File: src/rtl/i2c_pkg.sv
// Shared I2C definitions: arbiter state encoding and transaction field widths.
package i2c_pkg;

   localparam int I2C_ADDR_W = 7;
   localparam int I2C_PKT_W  = 5;
   localparam int I2C_DATA_W = 8;

   typedef enum logic [1:0] {
      ARB_IDLE  = 2'd0,
      ARB_START = 2'd1,
      ARB_BUSY  = 2'd2,
      ARB_GAP   = 2'd3
   } arb_state_t;

endpackage

File: src/rtl/i2c_arbiter_rr_pick.sv
// Round-robin picker: first asserted request at or after ptr, wrapping around.
module rr_pick
   import i2c_pkg::*;
#(
   parameter int NUM_REQ = 2,
   parameter int IDX_W   = $clog2(NUM_REQ)
) (
   input  logic [NUM_REQ-1:0] req,
   input  logic [IDX_W-1:0]   ptr,
   output logic [NUM_REQ-1:0] onehot,
   output logic [IDX_W-1:0]   idx,
   output logic               any
);

   always_comb begin
      int j;
      onehot = '0;
      idx    = '0;
      any    = 1'b0;
      j      = 0;
      for (int k = 0; k < NUM_REQ; k++) begin
         j = int'(ptr) + k;
         if (j >= NUM_REQ) j = j - NUM_REQ;
         if (!any && req[j]) begin
            onehot[j] = 1'b1;
            idx       = IDX_W'(j);
            any       = 1'b1;
         end
      end
   end

endmodule

File: src/rtl/i2c_arbiter.sv
// Round-robin arbiter sharing one i2c_master between NUM_REQ requesters, one whole transaction at a time.
module i2c_arbiter
   import i2c_pkg::*;
#(
   parameter int NUM_REQ    = 2,
   parameter int GAP_CYCLES = 100,
   parameter int START_TMO  = 15
) (
   input  logic                            clk,
   input  logic                            reset_n,
   input  logic                            clk_en,
   input  logic [NUM_REQ-1:0]              req,
   input  logic [I2C_ADDR_W*NUM_REQ-1:0]   req_addr,
   input  logic [NUM_REQ-1:0]              req_rw,
   input  logic [I2C_PKT_W*NUM_REQ-1:0]    req_packets,
   input  logic [I2C_DATA_W*NUM_REQ-1:0]   req_wdata,
   output logic [NUM_REQ-1:0]              grant,
   output logic [NUM_REQ-1:0]              done,
   output logic [NUM_REQ-1:0]              err,
   output logic [NUM_REQ-1:0]              data_req,
   output logic [NUM_REQ-1:0]              data_ready,
   output logic [I2C_DATA_W-1:0]           rdata,
   output logic                            m_start,
   output logic [I2C_ADDR_W-1:0]           m_addr,
   output logic                            m_rw,
   output logic [I2C_PKT_W-1:0]            m_packets,
   output logic [I2C_DATA_W-1:0]           m_data,
   input  logic                            m_ready,
   input  logic                            m_data_req,
   input  logic                            m_data_ready,
   input  logic [I2C_DATA_W-1:0]           m_data_out
);

   localparam int         IDX_W    = $clog2(NUM_REQ);
   localparam logic [7:0] GAP_LAST = 8'(GAP_CYCLES - 1);
   localparam logic [7:0] TMO_LAST = 8'(START_TMO - 1);

   arb_state_t         state;
   logic [IDX_W-1:0]   owner;
   logic [IDX_W-1:0]   rr_ptr;
   logic [7:0]         tmo;
   logic [7:0]         gap_cnt;
   logic [NUM_REQ-1:0] pick_onehot;
   logic [IDX_W-1:0]   pick_idx;
   logic               pick_any;

   rr_pick #(
      .NUM_REQ (NUM_REQ),
      .IDX_W   (IDX_W)
   ) u_rr_pick (
      .req    (req),
      .ptr    (rr_ptr),
      .onehot (pick_onehot),
      .idx    (pick_idx),
      .any    (pick_any)
   );

   function automatic logic [IDX_W-1:0] next_ptr(input logic [IDX_W-1:0] i);
      if (int'(i) >= NUM_REQ - 1) return '0;
      return IDX_W'(int'(i) + 1);
   endfunction

   // done/err are cleared on every tick so they last exactly one clk_en period
   always_ff @(posedge clk or negedge reset_n) begin
      if (!reset_n) begin
         state   <= ARB_IDLE;
         grant   <= '0;
         owner   <= '0;
         rr_ptr  <= '0;
         tmo     <= '0;
         gap_cnt <= '0;
         m_start <= 1'b0;
         done    <= '0;
         err     <= '0;
      end else if (clk_en) begin
         done <= '0;
         err  <= '0;
         case (state)
            ARB_IDLE: begin
               if (m_ready && pick_any) begin
                  grant   <= pick_onehot;
                  owner   <= pick_idx;
                  m_start <= 1'b1;
                  tmo     <= '0;
                  state   <= ARB_START;
               end
            end
            ARB_START: begin
               if (!m_ready) begin
                  m_start <= 1'b0;
                  state   <= ARB_BUSY;
               end else if (tmo == TMO_LAST) begin
                  err     <= grant;
                  m_start <= 1'b0;
                  grant   <= '0;
                  rr_ptr  <= next_ptr(owner);
                  gap_cnt <= '0;
                  state   <= ARB_GAP;
               end else begin
                  tmo <= tmo + 8'd1;
               end
            end
            ARB_BUSY: begin
               if (m_ready) begin
                  done    <= grant;
                  grant   <= '0;
                  rr_ptr  <= next_ptr(owner);
                  gap_cnt <= '0;
                  state   <= ARB_GAP;
               end
            end
            ARB_GAP: begin
               if (gap_cnt == GAP_LAST) state <= ARB_IDLE;
               else                     gap_cnt <= gap_cnt + 8'd1;
            end
            default: state <= ARB_IDLE;
         endcase
      end
   end

   // Owner's transaction fields reach the master; all zero when nobody holds the grant
   always_comb begin
      m_addr    = '0;
      m_rw      = 1'b0;
      m_packets = '0;
      m_data    = '0;
      for (int i = 0; i < NUM_REQ; i++) begin
         if (grant[i]) begin
            m_addr    = m_addr    | req_addr[i*I2C_ADDR_W +: I2C_ADDR_W];
            m_rw      = m_rw      | req_rw[i];
            m_packets = m_packets | req_packets[i*I2C_PKT_W +: I2C_PKT_W];
            m_data    = m_data    | req_wdata[i*I2C_DATA_W +: I2C_DATA_W];
         end
      end
   end

   assign data_req   = grant & {NUM_REQ{m_data_req}};
   assign data_ready = grant & {NUM_REQ{m_data_ready}};
   assign rdata      = m_data_out;

endmodule
File: config.mk
export PLATFORM = sky130hd
export DESIGN_NAME = i2c_arbiter
export DESIGN_NICKNAME = d
export VERILOG_FILES = /design/src/rtl/i2c_pkg.sv /design/src/rtl/i2c_arbiter_rr_pick.sv /design/src/rtl/i2c_arbiter.sv
export SDC_FILE = /design/constraint.sdc
export NUM_CORES = 1
export LEC_CHECK = 0
export ABC_CLOCK_PERIOD_IN_PS = 5540
export BUFFER_PORTS_ARGS = -buffer_cell sky130_fd_sc_hd__buf_4
export CAP_MARGIN = 20
export CORE_MARGIN = 2
export CORE_UTILIZATION = 25
export CTS_BUF_LIST = sky130_fd_sc_hd__clkbuf_8
export CTS_CLUSTER_DIAMETER = 150
export CTS_CLUSTER_SIZE = 28
export DETAILED_ROUTE_END_ITERATION = 6
export GPL_TIMING_DRIVEN = 0
export SYNTH_ARGS = -nofsm -noshare
export SYNTH_HDL_FRONTEND = slang
export SYNTH_HIERARCHICAL = 1
export SYNTH_SLANG_ARGS = --single-unit
File: constraint.sdc
create_clock -name clk -period 5.54 [get_ports clk]
set_input_delay 0.831 -clock clk [delete_from_list [all_inputs] [get_ports clk]]
set_output_delay 0.831 -clock clk [all_outputs]
set_load 0.03 [all_outputs]
==> results.txt <==
* Run status: complete, no violations
* Combinational Power Share: 63.6%
- The floorplan step defined a core boundary enclosing between 7000 and 8000 um^2.
- The detailed router placed about 2000 vias in this run.
* Async set or reset register ratio after synthesis: between 90% and 100%
- Among all flip-flop cells after synthesis, the most frequent one is sky130_fd_sc_hd__dfrtp_1.
- CTS placed an instance of sky130_fd_sc_hd__clkbuf_8 at the clock tree root.
* Nature of the critical path startpoint: register
- Counting the fill cells in the layout gives 816.
- On the critical path the largest part of the delay comes from buffers and inverters.
- After global routing the overflow that remains totals 0.
* Starting density of the core: 25.8%
- Maximum number of pins on one net before global-route repair: 28
* Count of mapped cells out of synthesis: 220
* Delay of the slowest cell on the worst path: 0.39 ns
- Number of sinks driven by the clock tree: 27
* Setup slack at placement: ~3.2 ns
- Required time reported for the critical path endpoint: ~4.7 ns
- The first TritonRoute pass finished after 4 iterations.
- The detailed router finished its first iteration with roughly 150 violations.
- Maximum number of buffers from clock root to sink: 2
- Achievable Freq: roughly 400 MHz
- Top post-synthesis cells by area: sky130_fd_sc_hd__dfrtp_1 (34%), sky130_fd_sc_hd__a22o_1 (9.6%), sky130_fd_sc_hd__ha_1 (4.4%), sky130_fd_sc_hd__nand3_1 (4.0%), sky130_fd_sc_hd__nand2_1 (3.4%)
- Max-cap violations in this run came to 0.
- Static leakage power: approximately 1.3 nW
* Area of the die: 8760 um^2
- When the netlist entered floorplanning its net count stood at ~290.
- Post-layout worst setup margin: 3.03 ns
* Minimum hold slack: roughly 0.45 ns
* Post-CTS repair timing setup buffer count: 0
- Final clock skew: approximately 0.016 ns
* Global-route wire length before repair: 9140 um
- Post-synthesis instance area: ~2000 um^2
* HPWL reported at the end of detailed placement: 4580 um
- Power per cell area: ~400 nW/um^2
* Ranking of synthesized cells by instance count: sky130_fd_sc_hd__dfrtp_1 (27), sky130_fd_sc_hd__a22o_1 (22), sky130_fd_sc_hd__nand2_1 (18)
- Along the worst path, the maximum fanout reaches 10.
- Tightest Hold Check Type: in -> async
* Count of nets left with antenna violations after detail routing: 0
- Cell internal power was estimated by the tool at roughly 0.59 mW.
- The max-slew violation count is 0.
- The via count of the first global-routing pass came to ~1800.
* Buffers on Ports: 88
- Yosys warnings: 6
* Finished layout cell area: between 2000 and 3000 um^2
- Arrival time at the worst endpoint: about 1.7 ns
- Each instance of the synthesized netlist takes up on average slightly above 9 um^2.
- Worst path slowest cell: sky130_fd_sc_hd__clkbuf_1
- Of the total power, the clock network draws roughly a tenth.
* Number of synthesized flops with an enable pin: 0
* Routability cong.: between 0.8 and 0.9
- Clock-pin slew on the worst setup and hold paths: 0.10 ns
- Part of the Yosys area used for sequential elements: 33.7%
- Counting distinct cell types in the post-synthesis netlist gives between 50 and 60.
* Number of top-level design ports: about 100
- Summed over all nets, the switching power comes to ~0.54 mW.
- H-tree depth: 1
* Minimum clock period after layout: roughly 2.5 ns
- Adding up every negative setup slack in the final design gives 0 ns.
- Vertical die dimension: 93.6 um
- In this run switching power makes up 47.8% of total power.
* Post-route clock period utilization: between 40% and 50%
- Measured along the x axis, the die boundary spans approximately 94 um.
* Worst setup EP type: output port
- Total routing resource utilization after global routing: roughly an eighth
- Cell seen most often among critical-path stages: sky130_fd_sc_hd__clkbuf_1
- After detailed routing, the average wire length per cell comes to ~14 um.
- Setup repair after global routing left no endpoint under its margin.
- Cell-by-cell trace of the critical path: clkbuf_1 > clkbuf_1 > a22o_1 > buf_4
* Count of non-filler cells in the finished layout: around 410
- sky130_fd_sc_hd__dfrtp_1 takes more of the synthesized area than any other cell.
- After clock tree synthesis, the repair step resized 0 gates.
* Start-to-end type of the worst setup path: reg -> out
* Worst IR drop on VDD: about 120 uV
- The post-route netlist has between 30 and 40% of its cells at a drive strength greater than 1.
- Overall power consumption after layout is estimated at about 1.1 mW.
* Seq cells post-synth: 27
- Of the total power, registers draw between 20% and 30%.
- The final number of hold-violating endpoints is 0.
* Slew of the pin with the lowest slew margin: between 0.4 and 0.5 ns
* Net total in the final layout: 378
* CTS buffer count: 3
- After detailed routing, the number of remaining DRC violations is 0.
* Total placed instance area: 2800 um^2
- Final Routed Wirelength: a little under 6000 um
* Number of vias per cell: 4.90
- Final design utilization: 36.6%
* Initial antenna violation count: 0
* Source-to-sink clock delay at the later pin of the worst-skew pair: about 0.28 ns
- Crit path buffers/inverters: 3
- Count of antenna diodes in the layout: 0
- Layout-stage area growth over the synthesis result: 41.7%
* Most frequent cell after synthesis: sky130_fd_sc_hd__dfrtp_1
- Normalized max-slew margin: between 60% and 70%
* Hold-fix buffers at CTS: 0
- TritonCTS clock tree: built
- Setup violations remaining at the end of the flow were counted as 0.
- The floorplan has 32 rows.
- In this run the biggest area consumer among cell types represents between 30% and 40% of the synthesized area.
- Dpl cells: 410
## metal layers
metal  routed length (um)  GRT usage [%]  vias to the layer above
met4                   17           1.33                        0
met3                  199           2.42                        2
li1                     -              -                     1012
met5                    0              0                        -
met2                 2840           19.8                       38
met1                 2750           19.2                      977
## cell type report
type                            count  area, um^2  share of cell area [%]
Multi-Input combinational cell    160        1160                    40.9
Sequential cell                    27         676                    23.8
Timing Repair Buffer               88         661                    23.2
Buffer                             24         135                    4.75
Tap cell                          102         128                    4.49
Clock buffer                        3        41.3                    1.45
Inverter                            9        33.8                    1.19
Clock inverter                      1        7.51                   0.264
## path summary, 6_finish.rpt
check | slack, ns | startpoint | end | depth (start not counted)
worst max-delay path | 3.03 | grant[1] | m_addr[0] | 4
worst min-delay path | 0.45 | reset_n | gap_cnt[3] | 1
worst max register to register | 3.48 | state[0] | tmo[2] | 7
worst min register to register | 0.46 | owner | rr_ptr | 1
max in group asynchronous | 4.81 | reset_n | gap_cnt[7] | 1
min in group clk | 0.46 | owner | rr_ptr | 1
## sequential cells by signal (all words and copies together) (netlist names)
| register | count |
|---|---|
| done | 2 |
| err | 2 |
| gap_cnt | 8 |
| grant | 2 |
| m_start | 1 |
| owner | 1 |
| rr_ptr | 1 |
| state | 2 |
| tmo | 8 |
## logic make-up (layout without fill, tap and decap cells)
kind of cell | after synthesis | after routing | synth area share, %
buf+inv | 33 | 125 | 8.42
xor+xnor | 1 | 1 | 0.436
mux | 6 | 6 | 3.30
simple gates | 75 | 75 | 21.6
fa+ha+maj | 7 | 7 | 4.36
compound gates | 71 | 71 | 28.2
flops | 27 | 27 | 33.7
## layout by cell type, fill, tap and decap left out, types with 2 or more instances in the layout
master                      instances
sky130_fd_sc_hd__a211oi_1           2
sky130_fd_sc_hd__a21boi_0           3
sky130_fd_sc_hd__a21oi_1            2
sky130_fd_sc_hd__a22o_1            22
sky130_fd_sc_hd__a32o_1             2
sky130_fd_sc_hd__and2_1             7
sky130_fd_sc_hd__buf_2              6
sky130_fd_sc_hd__buf_4             96
sky130_fd_sc_hd__clkbuf_1           9
sky130_fd_sc_hd__clkbuf_8           3
sky130_fd_sc_hd__dfrtp_1           27
sky130_fd_sc_hd__ha_1               7
sky130_fd_sc_hd__inv_1              9
sky130_fd_sc_hd__mux2_1             3
sky130_fd_sc_hd__mux2_2             2
sky130_fd_sc_hd__nand2_1           18
sky130_fd_sc_hd__nand2b_1           2
sky130_fd_sc_hd__nand3_1           16
sky130_fd_sc_hd__nand3b_1           3
sky130_fd_sc_hd__nand4_1            3
sky130_fd_sc_hd__nand4b_1           2
sky130_fd_sc_hd__nor2_1             4
sky130_fd_sc_hd__nor2b_1            3
sky130_fd_sc_hd__nor3_1             4
sky130_fd_sc_hd__nor3b_1            2
sky130_fd_sc_hd__o211ai_1           4
sky130_fd_sc_hd__o21ai_0           11
sky130_fd_sc_hd__o221ai_1           3
sky130_fd_sc_hd__o2bb2ai_1          6
sky130_fd_sc_hd__o31ai_1            6
sky130_fd_sc_hd__or2_1              2
## worst reg2reg max path, cell delays in order (launching register included)
cell,delay (ns)
sky130_fd_sc_hd__dfrtp_1,0.43
sky130_fd_sc_hd__inv_1,0.10
sky130_fd_sc_hd__ha_1,0.19
sky130_fd_sc_hd__buf_2,0.16
sky130_fd_sc_hd__mux2_2,0.23
sky130_fd_sc_hd__nand3_1,0.28
sky130_fd_sc_hd__or2_1,0.40
sky130_fd_sc_hd__o211ai_1,0.20
## power groups by stage
stage | combinational [mW] | clock, mW | sequential [mW]
2_1_floorplan | 0.479 | 0 | 0.307
3_3_place_gp | 0.710 | 0 | 0.297
3_5_place_dp | 0.718 | 0 | 0.299
4_1_cts | 0.720 | 0.123 | 0.295
5_1_grt | 0.780 | 0.133 | 0.306
6_report | 0.714 | 0.114 | 0.295
No activity file was read; power rests on OpenSTA's default activity.
